===== src/rtl/multi_flag_toggle_sync_pkg.sv =====
// Shared width helpers and types for the toggle-flag CDC receiver and its sender-side counterpart.
package multi_flag_toggle_sync_pkg;

    function automatic int clog2(input int value);
        int result;
        result = 0;
        for (int v = value - 1; v > 0; v = v >> 1) begin
            result++;
        end
        return result;
    endfunction

    // Channel index needs at least one bit even for a single channel.
    function automatic int ch_width(input int channels);
        return (clog2(channels) < 1) ? 1 : clog2(channels);
    endfunction

    function automatic int cnt_width(input int pending_depth);
        return clog2(pending_depth + 1);
    endfunction

    typedef enum logic {
        ST_IDLE = 1'b0,
        ST_HOLD = 1'b1
    } out_state_e;

endpackage


===== src/rtl/multi_flag_toggle_sync_if.sv =====
// Valid/ready event port: the receiver presents a channel index, the sequencer accepts it.
interface multi_flag_toggle_sync_if #(
    parameter int CH_WIDTH = 2
);
    logic                event_valid;
    logic [CH_WIDTH-1:0] event_ch;
    logic                event_ready;

    modport master (output event_valid, output event_ch, input event_ready);
    modport slave  (input event_valid, input event_ch, output event_ready);
endinterface


===== src/rtl/multi_flag_toggle_sync_channel.sv =====
// One receive channel: toggle synchroniser, edge detector, saturating pending counter, sticky overflow.
module flag_sync_channel
    import multi_flag_toggle_sync_pkg::*;
#(
    parameter int SYNC_STAGES   = 3,
    parameter int PENDING_DEPTH = 4,
    parameter int CNT_WIDTH     = cnt_width(PENDING_DEPTH)
) (
    input  logic i_clk,
    input  logic i_rst_n,
    input  logic i_toggle,
    input  logic i_dec,
    input  logic i_clr,
    output logic o_nonzero,
    output logic o_overflow
);

    logic [SYNC_STAGES-1:0] r_sync;
    logic                   r_last;
    logic [CNT_WIDTH-1:0]   r_cnt;
    logic                   r_overflow;
    logic                   w_edge;
    logic                   w_full;

    // r_last holds the previous value of the final sync stage, so the edge is seen only on settled data.
    assign w_edge = r_sync[SYNC_STAGES-1] ^ r_last;
    assign w_full = (r_cnt == CNT_WIDTH'(PENDING_DEPTH));

    // NOTE: every flop here is cleared by reset so a reset discards all in-flight events.
    always_ff @(posedge i_clk or negedge i_rst_n) begin
        if (!i_rst_n) begin
            r_sync     <= '0;
            r_last     <= 1'b0;
            r_cnt      <= '0;
            r_overflow <= 1'b0;
        end else begin
            // NOTE: non-blocking assignments so each stage samples the pre-edge value of the one before.
            r_sync <= {r_sync[SYNC_STAGES-2:0], i_toggle};
            r_last <= r_sync[SYNC_STAGES-1];

            case ({w_edge, i_dec})
                2'b10:   if (!w_full) r_cnt <= r_cnt + CNT_WIDTH'(1);
                2'b01:   r_cnt <= r_cnt - CNT_WIDTH'(1);
                default: r_cnt <= r_cnt;
            endcase

            // A new loss outranks a clear arriving in the same cycle.
            if (w_edge && !i_dec && w_full) begin
                r_overflow <= 1'b1;
            end else if (i_clr) begin
                r_overflow <= 1'b0;
            end
        end
    end

    assign o_nonzero  = (r_cnt != '0);
    assign o_overflow = r_overflow;

endmodule


===== src/rtl/multi_flag_toggle_sync.sv =====
// N-channel toggle-flag CDC receiver: per-channel sync/count, round-robin serialiser, ACK toggle return.
module multi_flag_toggle_sync
    import multi_flag_toggle_sync_pkg::*;
#(
    parameter int CHANNELS      = 4,
    parameter int SYNC_STAGES   = 3,
    parameter int PENDING_DEPTH = 4
) (
    input  logic                    i_clk,
    input  logic                    i_rst_n,
    input  logic [CHANNELS-1:0]     i_toggle,
    input  logic [CHANNELS-1:0]     i_overflow_clr,
    output logic [CHANNELS-1:0]     o_ack_toggle,
    output logic [CHANNELS-1:0]     o_pending,
    output logic [CHANNELS-1:0]     o_overflow,
    multi_flag_toggle_sync_if.master evt
);

    localparam int CH_WIDTH  = ch_width(CHANNELS);
    localparam int CNT_WIDTH = cnt_width(PENDING_DEPTH);

    logic [CHANNELS-1:0] w_nonzero;
    logic [CHANNELS-1:0] w_dec;
    logic [CHANNELS-1:0] w_ack_flip;
    logic [CH_WIDTH-1:0] w_grant;
    logic                w_any;
    logic                w_load;
    logic                w_handshake;
    int                  w_idx;
    out_state_e          w_state_nxt;

    out_state_e          r_state;
    logic [CH_WIDTH-1:0] r_ch;
    logic [CH_WIDTH-1:0] r_ptr;
    logic [CHANNELS-1:0] r_ack;

    for (genvar g = 0; g < CHANNELS; g++) begin : g_ch
        flag_sync_channel #(
            .SYNC_STAGES   (SYNC_STAGES),
            .PENDING_DEPTH (PENDING_DEPTH),
            .CNT_WIDTH     (CNT_WIDTH)
        ) u_channel (
            .i_clk      (i_clk),
            .i_rst_n    (i_rst_n),
            .i_toggle   (i_toggle[g]),
            .i_dec      (w_dec[g]),
            .i_clr      (i_overflow_clr[g]),
            .o_nonzero  (w_nonzero[g]),
            .o_overflow (o_overflow[g])
        );
    end

    // Scan from farthest to nearest offset so the channel closest after the pointer wins.
    always_comb begin
        // NOTE: defaults first so no path through this block leaves a variable unassigned (no latch).
        w_grant = r_ptr;
        w_any   = 1'b0;
        w_idx   = 0;
        for (int off = CHANNELS; off >= 1; off--) begin
            w_idx = int'(r_ptr) + off;
            if (w_idx >= CHANNELS) w_idx = w_idx - CHANNELS;
            if (w_nonzero[w_idx]) begin
                w_grant = CH_WIDTH'(w_idx);
                w_any   = 1'b1;
            end
        end
    end

    always_comb begin
        w_state_nxt = r_state;
        w_load      = 1'b0;
        w_dec       = '0;
        w_ack_flip  = '0;
        w_handshake = (r_state == ST_HOLD) && evt.event_ready;

        case (r_state)
            ST_IDLE: begin
                if (w_any) begin
                    w_load      = 1'b1;
                    w_state_nxt = ST_HOLD;
                end
            end
            ST_HOLD: begin
                if (evt.event_ready) begin
                    if (w_any) w_load = 1'b1;
                    else       w_state_nxt = ST_IDLE;
                end
            end
            default: w_state_nxt = ST_IDLE;
        endcase

        if (w_load)      w_dec[w_grant]   = 1'b1;
        if (w_handshake) w_ack_flip[r_ch] = 1'b1;
    end

    // Pointer resets to the last channel so channel 0 is searched first.
    always_ff @(posedge i_clk or negedge i_rst_n) begin
        if (!i_rst_n) begin
            r_state <= ST_IDLE;
            r_ch    <= '0;
            r_ptr   <= CH_WIDTH'(CHANNELS - 1);
            r_ack   <= '0;
        end else begin
            r_state <= w_state_nxt;
            r_ack   <= r_ack ^ w_ack_flip;
            if (w_load) begin
                r_ch  <= w_grant;
                r_ptr <= w_grant;
            end
        end
    end

    assign evt.event_valid = (r_state == ST_HOLD);
    assign evt.event_ch    = r_ch;
    assign o_ack_toggle    = r_ack;
    assign o_pending       = w_nonzero;

endmodule


===== src/flat_wrapper.sv =====
// flat-port wrapper written by rule: the top's interface ports become plain ports
module multi_flag_toggle_sync_flat import multi_flag_toggle_sync_pkg::*;
#(
    parameter int CHANNELS      = 4,
    parameter int SYNC_STAGES   = 3,
    parameter int PENDING_DEPTH = 4
)
  (i_clk, i_rst_n, i_toggle, i_overflow_clr, o_ack_toggle, o_pending, o_overflow, evt_event_valid, evt_event_ch, evt_event_ready);
  multi_flag_toggle_sync_if #(.CH_WIDTH((ch_width(CHANNELS)))) evt_i ();
  input  logic i_clk;
  input  logic i_rst_n;
  input  logic [CHANNELS-1:0] i_toggle;
  input  logic [CHANNELS-1:0] i_overflow_clr;
  output logic [CHANNELS-1:0] o_ack_toggle;
  output logic [CHANNELS-1:0] o_pending;
  output logic [CHANNELS-1:0] o_overflow;
  output wire logic [$bits(evt_i.event_valid)-1:0] evt_event_valid;
  output wire logic [$bits(evt_i.event_ch)-1:0] evt_event_ch;
  input wire logic [$bits(evt_i.event_ready)-1:0] evt_event_ready;
  assign evt_event_valid = evt_i.event_valid;
  assign evt_event_ch = evt_i.event_ch;
  assign evt_i.event_ready = evt_event_ready;
  multi_flag_toggle_sync #(.CHANNELS(CHANNELS), .SYNC_STAGES(SYNC_STAGES), .PENDING_DEPTH(PENDING_DEPTH)) u_core (.i_clk(i_clk), .i_rst_n(i_rst_n), .i_toggle(i_toggle), .i_overflow_clr(i_overflow_clr), .o_ack_toggle(o_ack_toggle), .o_pending(o_pending), .o_overflow(o_overflow), .evt(evt_i));
endmodule

===== config.mk =====
export PLATFORM = sky130hd
export DESIGN_NAME = multi_flag_toggle_sync_flat
export DESIGN_NICKNAME = d
export VERILOG_FILES = /design/src/rtl/multi_flag_toggle_sync_pkg.sv /design/src/rtl/multi_flag_toggle_sync_if.sv /design/src/rtl/multi_flag_toggle_sync_channel.sv /design/src/rtl/multi_flag_toggle_sync.sv /design/src/flat_wrapper.sv
export SDC_FILE = /design/constraint.sdc
export NUM_CORES = 1
export LEC_CHECK = 0
export ABC_AREA = 1
export CELL_PAD_IN_SITES_DETAIL_PLACEMENT = 0
export CELL_PAD_IN_SITES_GLOBAL_PLACEMENT = 1
export CORE_MARGIN = 1
export CORE_UTILIZATION = 25
export CTS_BUF_LIST = sky130_fd_sc_hd__clkbuf_4 sky130_fd_sc_hd__clkbuf_8
export CTS_CLUSTER_SIZE = 28
export DETAILED_ROUTE_END_ITERATION = 8
export GPL_ROUTABILITY_DRIVEN = 0
export PLACE_DENSITY = 0.55
export RECOVER_POWER = 50
export SKIP_CTS_REPAIR_TIMING = 1
export SLEW_MARGIN = 30
export SYNTH_ARGS = -nofsm -noshare
export SYNTH_HDL_FRONTEND = slang
export SYNTH_SLANG_ARGS = --single-unit

===== constraint.sdc =====
create_clock -name i_clk -period 2.5 [get_ports i_clk]
set_input_delay 0.5 -clock i_clk [delete_from_list [all_inputs] [get_ports i_clk]]
set_output_delay 0.5 -clock i_clk [all_outputs]
set_load 0.03 [all_outputs]

==> metrics.yaml <==
period_share_pct: 97.5
path_class: "reg2reg"
post_drt_wl_per_cell_microns: 11.4
synth_compound_area_share_pct: 5.45
holdPathStages: 0
grt_pass1_vias: 1535
grtUsageTotal_pct: 10.4
required_ns: 2.69
grt_pass1_wl_mm: 7.12
synth.top_cell.area_share_pct: 45.7
ff2ff_setup_slack_ns: 0.06
synthXorXnorAreaFrac_pct: 5.27
ant_nets: 0
io_buffers: 25
drv_cap: 0
clk_pin_slew_worst_paths_ns: 0.08
syn_area_sq_um: 2140
worst_setup_path_start_kind: "flop"
outcome: "completed"
end_kind: "flop"
arrival_ns: 2.62
cts.htree.levels: 2
grt_max_degree: 42
clock_latency_ns: 0.29
synth_cell_types: 30
fin_crit_ns: 2.44
yosysTopAreaCell: "dfrtp_1"
rr_worst_depth: 16
synthTopCellsByCount: "nand2_1 (50), dfrtp_1 (39), inv_1 (38)"
synthMuxAreaShare_pct: 0
place_area_sq_um: 2470
syn-mean-instance-area_sq_um: 9.21
n_fill_cell: 863
min-delay-start: "u_core.g_ch[1].u_channel.r_sync[0]$_DFF_PN0_"
holdCritPathClass: "reg2reg"
fp-row-count: 33
dp_slack_ns: 0.0659
core-area_sq_um: 8260
syn_nets: 247
antenna_found_initial: 0
final_core_util_pct: 34.5
fmax_ghz: 0.410
nNetsFinal: 285
powerDensity_nw_per_um2: 1500
synth_top_family_by_area: "simple AND/OR/NAND/NOR gates"
synth_area_leaders: "dfrtp_1 (46%), nand2_1 (8.8%), inv_1 (6.7%)"
synth.most_common_cell: "nand2_1"
ys_warn_count: 0
die_w_microns: 94.4
drcViolationCount: 0
rsz0062_at_grt: "true"
synthCells: 232
vias: 1584
dieHeight_microns: 94.4
ir_drop_mv: 0.505
critical_path.max_fanout: 7
clock_skew_ns: 0.00790
synth_adder_area_share_pct: 3.75
dieArea_sq_um: 8920
cts_sinks: 41
hold_end: "u_core.g_ch[1].u_channel.r_sync[1]$_DFF_PN0_"
drive_above_1_share_pct: 31.4
wl_mm: 4.29
setup_slack_ns: 0.0633
synthFlopType: "dfrtp_1"
finalMaxSlewViolations: 0
drt-pass1-iter-count: 4
initialDrtViolationCount: 29
io_pins: 26
syn_to_final_growth_pct: 33.2
p_leak_nw: 1.34
dp.cells: 357
diodes: 0
yosys.area_share.simple_pct: 26.7
cts_tree: "done"
design_area_sq_um: 2850
seq_area_frac_synth_pct: 48.2
clockRootBuffer: "clkbuf_8"
viasPerCell: 4.21
start_util_pct: 25.9
ys_ff_latch: 41
setup_viol: 0
dpl.hpwl_mm: 2.88
synth_edf_count: 0
max-slew-margin-rel_pct: 31.1
grt_remaining_overflow: 0
numCtsBuffers: 5
hold_viol_final: 0
r2r-end: "u_core.g_ch[3].u_channel.r_cnt[1]$_DFFE_PN0P_"
tightest_slew_ns: 1.03
async_reset_ff_share_pct: 100
clock_path_buffers: 2
power_mw: 4.26
final_cells: 376
reg2reg_from: "u_core.r_ptr[0]$_DFFE_PN1N_"
routing by layer:
metal	GRT usage (%)	part of all wire, %	routed length (microns)	vias to the layer above
met5	0	0	0	-
met3	2.42	2.9	126	5
met1	13.9	49	2090	763
li1	-	-	-	795
met2	15.9	47	2020	21
met4	4.23	1.2	53	0
through the flow:
step | hold WS [ns] | setup TNS, ns
after floorplan | 0.204 | 0
after global placement | 0.331 | 0
after detailed placement | 0.335 | 0
after CTS | 0.297 | 0
after global routing | 0.356 | -0.0829
final | 0.350 | 0
final cells by class:
class	count	area [sq um]	share of cell area (%)
Multi-Input combinational cell	142	1040	36.6
Clock inverter	1	30.0	1.06
Timing Repair inverter	1	5.00	0.176
Timing Repair Buffer	39	360	12.7
Sequential cell	41	1030	36.1
Clock buffer	7	90.1	3.17
Tap cell	105	131	4.62
Inverter	40	158	5.54
logic make-up after synthesis:
logic type / count (synthesis)
fa+ha+maj: 4
simple gates: 109
buf+inv: 49
compound gates: 17
xor+xnor: 12
flops: 41
worst max-delay path, cell delays in order (launching register included):
cell and delay, ns:
dfstp_2 0.62, buf_12 0.16, nand2_4 0.06, nand2_4 0.10
nand3_4 0.08, nand2_4 0.07, nor2_2 0.04, nand2_2 0.09
nand2_2 0.07, nor2_4 0.16, nand2_2 0.09, inv_4 0.07
nand2_4 0.05, fa_2 0.54, inv_2 0.04, nand2_2 0.06
o21ai_2 0.05
sequential cells by signal, indices dropped and copies added, names as in the netlist:
name and flops:
u_core.evt.event_valid 1, u_core.g_ch.u_channel.o_overflow 4, u_core.g_ch.u_channel.r_cnt 12, u_core.o_ack_toggle 4, u_core.g_ch.u_channel.r_sync 12, u_core.evt.event_ch 2
u_core.g_ch.u_channel.r_last 4, u_core.r_ptr 2
worst max path at each step:
stage / endpoint / start / slack, ns
2_1_floorplan: u_core.g_ch[1].u_channel.r_cnt[2]$_DFFE_PN0P_ / u_core.r_ptr[0]$_DFFE_PN1N_ / 0.26
3_3_place_gp: u_core.g_ch[1].u_channel.r_cnt[2]$_DFFE_PN0P_ / u_core.r_ptr[0]$_DFFE_PN1N_ / 0.05
3_5_place_dp: u_core.g_ch[3].u_channel.r_cnt[2]$_DFFE_PN0P_ / u_core.r_ptr[0]$_DFFE_PN1N_ / 0.07
4_1_cts: u_core.g_ch[1].u_channel.r_cnt[2]$_DFFE_PN0P_ / u_core.r_ptr[0]$_DFFE_PN1N_ / 0.04
5_1_grt: u_core.g_ch[3].u_channel.r_cnt[1]$_DFFE_PN0P_ / u_core.r_ptr[0]$_DFFE_PN1N_ / -0.05
6_report: u_core.g_ch[3].u_channel.r_cnt[1]$_DFFE_PN0P_ / u_core.r_ptr[0]$_DFFE_PN1N_ / 0.06
report_power, final:
part	switching [mW]	total [mW]	leakage, nW	internal [mW]
registers	0.190	1.08	0.483	0.894
logic	1.53	2.61	0.792	1.08
clock network	0.230	0.567	0.0619	0.337
total	1.95	4.26	1.34	2.31
placed cells by master (no fill, tap or decap), drive strengths merged:
cell	instances
nand3b	1
nand2	63
clkinv	2
o21a	1
a21o	1
o31ai	1
buf	14
inv	39
fa	4
o22ai	4
nor2	7
dfstp	2
a21oi	1
bufinv	1
dlygate4sd3	4
nand4	6
clkdlybuf4s50	20
dfrtp	39
o21ai	9
xnor2	8
xor2	4
nand3	32
clkbuf	8
Note: power is estimated with default switching activity, not from simulation.
